===== src/rtl/mips_pkg.sv =====
// Shared definitions for the MIPS core: CPU state encoding and word byte-enable.
package mips_pkg;

    typedef enum logic [1:0] {
        FETCH = 2'b00,
        EXEC1 = 2'b01,
        EXEC2 = 2'b10,
        HALT  = 2'b11
    } state_t;

    localparam logic [3:0] BE_WORD = 4'hF;

endpackage


===== src/rtl/mips_mem_req_mux.sv =====
// Combinational Avalon request selection from the CPU state.
// Ports:
//   s_st                    current CPU state
//   en                      request enable (no reset, no fault, not yet done this visit)
//   pc, daddr               instruction / data byte addresses
//   dread, dwrite           data access requests (write wins when both set)
//   dwdata, dbyteen         store data and byte enables
//   address, read, write,
//   writedata, byteenable   Avalon request outputs (zero when idle)
//   misalign_c              access in this state would be misaligned (ungated)
module mips_mem_req_mux
    import mips_pkg::*;
#(
    parameter int unsigned ADDR_W = 32,
    parameter int unsigned DATA_W = 32
) (
    input  state_t              s_st,
    input  logic                en,
    input  logic [ADDR_W-1:0]   pc,
    input  logic [ADDR_W-1:0]   daddr,
    input  logic                dread,
    input  logic                dwrite,
    input  logic [DATA_W-1:0]   dwdata,
    input  logic [DATA_W/8-1:0] dbyteen,
    output logic [ADDR_W-1:0]   address,
    output logic                read,
    output logic                write,
    output logic [DATA_W-1:0]   writedata,
    output logic [DATA_W/8-1:0] byteenable,
    output logic                misalign_c
);

    // Misaligned accesses never reach the bus; the top turns them into a fault.
    always_comb begin
        address    = '0;
        read       = 1'b0;
        write      = 1'b0;
        writedata  = '0;
        byteenable = '0;
        misalign_c = 1'b0;
        case (s_st)
            FETCH: begin
                misalign_c = (pc[1:0] != 2'b00);
                if (en && !misalign_c) begin
                    read       = 1'b1;
                    address    = pc;
                    byteenable = BE_WORD;
                end
            end
            EXEC1: begin
                misalign_c = (dread || dwrite) && (daddr[1:0] != 2'b00)
                             && (dbyteen == BE_WORD);
                if (en && !misalign_c) begin
                    if (dwrite) begin
                        write      = 1'b1;
                        address    = daddr;
                        writedata  = dwdata;
                        byteenable = dbyteen;
                    end else if (dread) begin
                        read       = 1'b1;
                        address    = daddr;
                        byteenable = dbyteen;
                    end
                end
            end
            default: ;
        endcase
    end

endmodule


===== src/rtl/mips_mem_bridge.sv =====
// Bridge between the MIPS CPU state machine and an Avalon-MM master port.
// Ports:
//   clk, rst                clock, asynchronous active-high reset
//   s                       CPU state (FETCH/EXEC1/EXEC2/HALT)
//   pc, daddr               instruction / data addresses
//   dread, dwrite, dwdata,
//   dbyteen                 data access request from EXEC1
//   address, read, write,
//   writedata, byteenable,
//   waitrequest, readdata   Avalon-MM master interface
//   instr, ldata            instruction and load data registers
//   stall                   request pending and slave waiting (to CPU waitrequest)
//   fault                   sticky misalignment flag (to CPU halt)
module mips_mem_bridge
    import mips_pkg::*;
#(
    parameter int unsigned ADDR_W = 32,
    parameter int unsigned DATA_W = 32
) (
    input  logic                clk,
    input  logic                rst,
    input  logic [1:0]          s,
    input  logic [ADDR_W-1:0]   pc,
    input  logic [ADDR_W-1:0]   daddr,
    input  logic                dread,
    input  logic                dwrite,
    input  logic [DATA_W-1:0]   dwdata,
    input  logic [DATA_W/8-1:0] dbyteen,
    output logic [ADDR_W-1:0]   address,
    output logic                read,
    output logic                write,
    output logic [DATA_W-1:0]   writedata,
    output logic [DATA_W/8-1:0] byteenable,
    input  logic                waitrequest,
    input  logic [DATA_W-1:0]   readdata,
    output logic [DATA_W-1:0]   instr,
    output logic [DATA_W-1:0]   ldata,
    output logic                stall,
    output logic                fault
);

    state_t              s_st;
    state_t              prev_s_q, prev_s_d;
    logic [DATA_W-1:0]   instr_q, instr_d;
    logic [DATA_W-1:0]   ldata_q, ldata_d;
    logic                fault_q, fault_d;
    logic                done_q, done_d;
    logic                same_visit_c;
    logic                done_eff_c;
    logic                req_en_c;
    logic                misalign_c;
    logic                xfer_done_c;

    assign s_st = state_t'(s);

    // A stale done flag from the previous state visit must not block the new one.
    assign same_visit_c = (s_st == prev_s_q);
    assign done_eff_c   = done_q & same_visit_c;
    assign req_en_c     = !rst && !fault_q && !done_eff_c;

    mips_mem_req_mux #(
        .ADDR_W (ADDR_W),
        .DATA_W (DATA_W)
    ) u_req_mux (
        .s_st       (s_st),
        .en         (req_en_c),
        .pc         (pc),
        .daddr      (daddr),
        .dread      (dread),
        .dwrite     (dwrite),
        .dwdata     (dwdata),
        .dbyteen    (dbyteen),
        .address    (address),
        .read       (read),
        .write      (write),
        .writedata  (writedata),
        .byteenable (byteenable),
        .misalign_c (misalign_c)
    );

    assign stall       = (read | write) & waitrequest;
    assign xfer_done_c = (read | write) & !waitrequest;

    assign instr = instr_q;
    assign ldata = ldata_q;
    assign fault = fault_q;

    // Next-state for capture registers and per-visit/sticky flags.
    always_comb begin
        instr_d  = instr_q;
        ldata_d  = ldata_q;
        fault_d  = fault_q;
        done_d   = done_q;
        prev_s_d = s_st;
        if (!same_visit_c) begin
            done_d = 1'b0;
        end
        if (xfer_done_c) begin
            done_d = 1'b1;
        end
        if (misalign_c) begin
            fault_d = 1'b1;
        end
        if (xfer_done_c && read) begin
            if (s_st == FETCH) begin
                instr_d = readdata;
            end else begin
                ldata_d = readdata;
            end
        end
    end

    always_ff @(posedge clk or posedge rst) begin
        if (rst) begin
            instr_q  <= '0;
            ldata_q  <= '0;
            fault_q  <= 1'b0;
            done_q   <= 1'b0;
            prev_s_q <= HALT;
        end else begin
            instr_q  <= instr_d;
            ldata_q  <= ldata_d;
            fault_q  <= fault_d;
            done_q   <= done_d;
            prev_s_q <= prev_s_d;
        end
    end

endmodule


===== config.mk =====
export PLATFORM = sky130hd
export DESIGN_NAME = mips_mem_bridge
export DESIGN_NICKNAME = d
export VERILOG_FILES = /design/src/rtl/mips_pkg.sv /design/src/rtl/mips_mem_req_mux.sv /design/src/rtl/mips_mem_bridge.sv
export SDC_FILE = /design/constraint.sdc
export NUM_CORES = 1
export LEC_CHECK = 0
export ABC_AREA = 0
export CAP_MARGIN = 20
export CORE_UTILIZATION = 29
export DETAILED_ROUTE_END_ITERATION = 16
export PLACE_DENSITY = 0.84
export SLEW_MARGIN = 15
export SYNTH_ARGS = -nofsm -noshare
export SYNTH_HDL_FRONTEND = slang
export SYNTH_HIERARCHICAL = 1
export SYNTH_SLANG_ARGS = --single-unit

===== constraint.sdc =====
create_clock -name clk -period 2.6 [get_ports clk]
set_input_delay 0.26 -clock clk [delete_from_list [all_inputs] [get_ports clk]]
set_output_delay 0.26 -clock clk [all_outputs]
set_load 0.02 [all_outputs]

==> results.json <==
{
  "layout-drive-gt1-share_pct": 34.4,
  "postSynthNetCount": 385,
  "cts-root-buf": "clkbuf_16",
  "die-width_um": 109,
  "routabilityCongestion": 0.688,
  "synth_area_leader_cell": "dfrtp_1",
  "drt_drc_violations_left": 0,
  "vdd_drop_max_mv": 0.478,
  "final_hold_viol_count": 0,
  "switching_power_w": 0.000633,
  "clk_pin_slew_worst_paths_ns": 0.06,
  "final_max_slew_viols": 0,
  "finalInstanceArea_um2": 6700,
  "initial_antenna_violation_count": 0,
  "netlist_area_um2": 3300,
  "timing.critical_path.max_delay_family": "flip-flops",
  "place.detailed.hpwl_um": 9590,
  "height_of_the_die_um": 109,
  "synth_seq_area_share_pct": 51.6,
  "route.final.wire_length_um": 12700,
  "clock_tree.htree_level_count": 3,
  "cts_inserted_buffers": 9,
  "path_cells": "xnor2_2, nand3_2, nor3b_4, nand3b_4, a211oi_4, buf_6, buf_12, a22o_1, buf_6",
  "detail_route.wl_per_cell_um": 18.5,
  "power_frac_comb_pct": 15.2,
  "clock_tree_from_tritoncts": "yes",
  "number_of_buffers_inserted_by_hold_repair_at_cts": 0,
  "layout-area-overhead-vs-synth_pct": 103,
  "critPathRequiredTime_ns": 2.34,
  "global_route.usage.total_pct": 19.4,
  "fraction_of_power_consumed_by_sequential_logic_pct": 37.5,
  "critical_path.startpoint_type": "flip-flop",
  "core_area_um2": 11000,
  "design.die.area_um2": 11800,
  "worst_path_max_delay_cell": "dfstp_2",
  "ant_nets": 0,
  "synth_top_cells_by_count": "dfrtp_1 (66), mux2_2 (60), and3_1 (32)",
  "critical-path-top-cell-by-count": "buf_6",
  "worstSetupEndpointType": "output pin",
  "reg2reg_depth": 12,
  "power.static_leakage_nw": 3.25,
  "synth-edff-count": 0,
  "synth-warning-count": 6,
  "clock_latency_ns": 0.32,
  "vias_per_cell": 4.72,
  "start_util_pct": 30.1,
  "max-cap-violations": 0,
  "critical_path.max_fanout": 9,
  "post_dp_cell_area_um2": 6330,
  "num_antenna_cells": 0,
  "grt_pass1_wl_um": 17300,
  "power.share.clock_pct": 47.3,
  "synthTopCellsByArea": "dfrtp_1 (50%), mux2_2 (20%), a22o_1 (8.0%)",
  "numClockSinks": 68,
  "yosys.cell_types.count": 34,
  "regToRegEndpoint": "instr[19]$_DFFE_PP0P_",
  "ioPinCount": 275,
  "grt_max_degree": 40,
  "synth.top_cell.area_share_pct": 50.0,
  "synthesis.instances": 246,
  "area.sequential_um2": 1700,
  "combined_area_of_the_multi_input_logic_cells_um2": 1560,
  "internal_power_w": 0.00236,
  "finalCriticalPeriod_ns": 2.52,
  "reg_to_reg_start": "prev_s_q[1]$_DFF_PP1_",
  "worst_slew_margin_rel_pct": 69.1,
  "fin_skew_ns": 0.0102,
  "power.density_cell_area_nw_per_um2": 447,
  "synth.ff_latch_count": 68,
  "rsz0062_at_grt": "true",
  "worstSetupPathType": "flip-flop to output pin",
  "gr-total-overflow": 0,
  "syn_area_per_cell_um2": 13.4,
  "share_of_synthesized_flip_flops_with_an_asynchronous_set_or_reset_pct": 100,
  "via_count": 3242,
  "rows": 38,
  "setup-tns-final_ns": 0,
  "final.period_utilization_pct": 96.9,
  "setup_viol": 0,
  "worstPathBufferInverterCount": 3,
  "worst_pin_slew_ns": 0.463,
  "timing.reg2reg.setup_slack_ns": 0.09,
  "cpPeakStageDelay_ns": 0.54,
  "fillCellCount": 897,
  "cts.path.max_buffers": 2,
  "min-delay-path-class": "primary input to async pin",
  "cp_data_arrival_time_ns": 2.26,
  "place.port_buffers": 274,
  "yosysMostFrequentCell": "dfrtp_1",
  "total_power_w": 0.00299,
  "clock.fmax_mhz": 397,
  "first_global_vias": 3262,
  "detailedRoute.firstPassIterationCount": 4,
  "initialDrtViolationCount": 132,
  "fin_nets": 681,
  "outcome": "complete, no violations",
  "switching_share_pct": 21.1,
  "dominantRegCellSynth": "dfrtp_1"
}
flip-flops by register name (all words and copies together), names as in the netlist:
| name | flops |
|---|---|
| instr | 32 |
| fault | 1 |
| prev_s_q | 2 |
| done_q | 1 |
| ldata | 32 |
power groups by stage:
stage	Clock (W)	Combinational [W]	Sequential (W)
global placement	0	0.000440	0.00114
floorplan	0	0.0000651	0.00119
CTS	0.00145	0.000452	0.00112
finish	0.00142	0.000455	0.00112
global route	0.00148	0.000482	0.00113
detailed placement	0	0.000448	0.00114
worst min-delay path, delay by kind of cell:
family,cells,cell delay [ns]
buffers and inverters,3,0.96
per-layer routing:
metal / share of wire, % / vias up / global-route usage (%)
met5: 0 / - / 0
met4: 1.3 / 0 / 5.41
met3: 8.4 / 14 / 5.80
met2: 52 / 137 / 36.1
met1: 38 / 1588 / 21.1
li1: - / 1503 / -
what timing repair did:
action                                  4_1_cts  5_1_grt
resized for setup                           157      126
endpoints found under the setup margin       71      105
pin swaps                                     1        7
setup buffers                                 2        3
gates cloned                                  1        5
logic make-up (layout without fill, tap and decap cells):
kind of cell              after synthesis  in the layout  synth area share, %
muxes                                  64             64                 21.8
xor gates and xnor gates                2              2                0.530
buffers and inverters                  20            321                 4.43
DFF                                    68             68                 51.6
and+or+nand+nor                        52             52                 11.1
AOI/OAI and AO/OA                      40             40                 10.5
area by class of cell:
type | count | area share (%)
clock inverters | 5 | 1.59
inverters | 2 | 0.112
multi-input cells | 158 | 23.2
clock buffers | 11 | 3.62
flip-flops and latches | 68 | 25.4
repair buffers | 303 | 43.4
well taps | 140 | 2.61
worst max path at each step:
| stage | start | to | depth (start not counted) |
|---|---|---|---|
| global placement | s[1] | address[26] | 9 |
| floorplan | prev_s_q[1]$_DFF_PP1_ | instr[19]$_DFFE_PP0P_ | 11 |
| CTS | prev_s_q[0]$_DFF_PP1_ | address[9] | 8 |
| finish | prev_s_q[1]$_DFF_PP1_ | address[24] | 9 |
| detailed placement | s[0] | address[26] | 9 |
| global route | prev_s_q[1]$_DFF_PP1_ | instr[22]$_DFFE_PP0P_ | 12 |
per-stage QoR:
| stage | cells | hold WS, ns | utilization (%) | setup slack (ns) |
|---|---|---|---|---|
| 2_1_floorplan | 246 | 0.264 | - | 0.0611 |
| 3_3_place_gp | 660 | 0.469 | 57.6 | -0.263 |
| 3_5_place_dp | 660 | 0.477 | 57.6 | -0.307 |
| 4_1_cts | 679 | 0.482 | 60.9 | -0.0465 |
| 5_1_grt | 687 | 0.517 | 61.0 | -0.0352 |
| 6_report | 687 | 0.471 | 61.0 | 0.0808 |
cell usage in the layout, fill, tap and decap left out, types with 2 or more instances in the layout:
| master | netlist | final |
|---|---|---|
| clkdlybuf4s15_1 | 0 | 2 |
| xnor2_2 | 0 | 2 |
| clkbuf_2 | 0 | 30 |
| buf_12 | 0 | 9 |
| buf_4 | 0 | 27 |
| a22o_1 | 30 | 29 |
| mux2_1 | 4 | 3 |
| and2_1 | 3 | 3 |
| nor2_1 | 3 | 3 |
| buf_2 | 3 | 15 |
| a21o_1 | 4 | 4 |
| mux2_4 | 0 | 10 |
| clkdlybuf4s50_1 | 0 | 203 |
| dfstp_2 | 2 | 2 |
| and3_1 | 32 | 32 |
| bufinv_16 | 0 | 3 |
| dlygate4sd2_1 | 0 | 4 |
| mux2_2 | 60 | 51 |
| dfrtp_1 | 66 | 66 |
| clkbuf_16 | 0 | 13 |
| buf_6 | 9 | 8 |
Power figures use the tool's default switching activity.
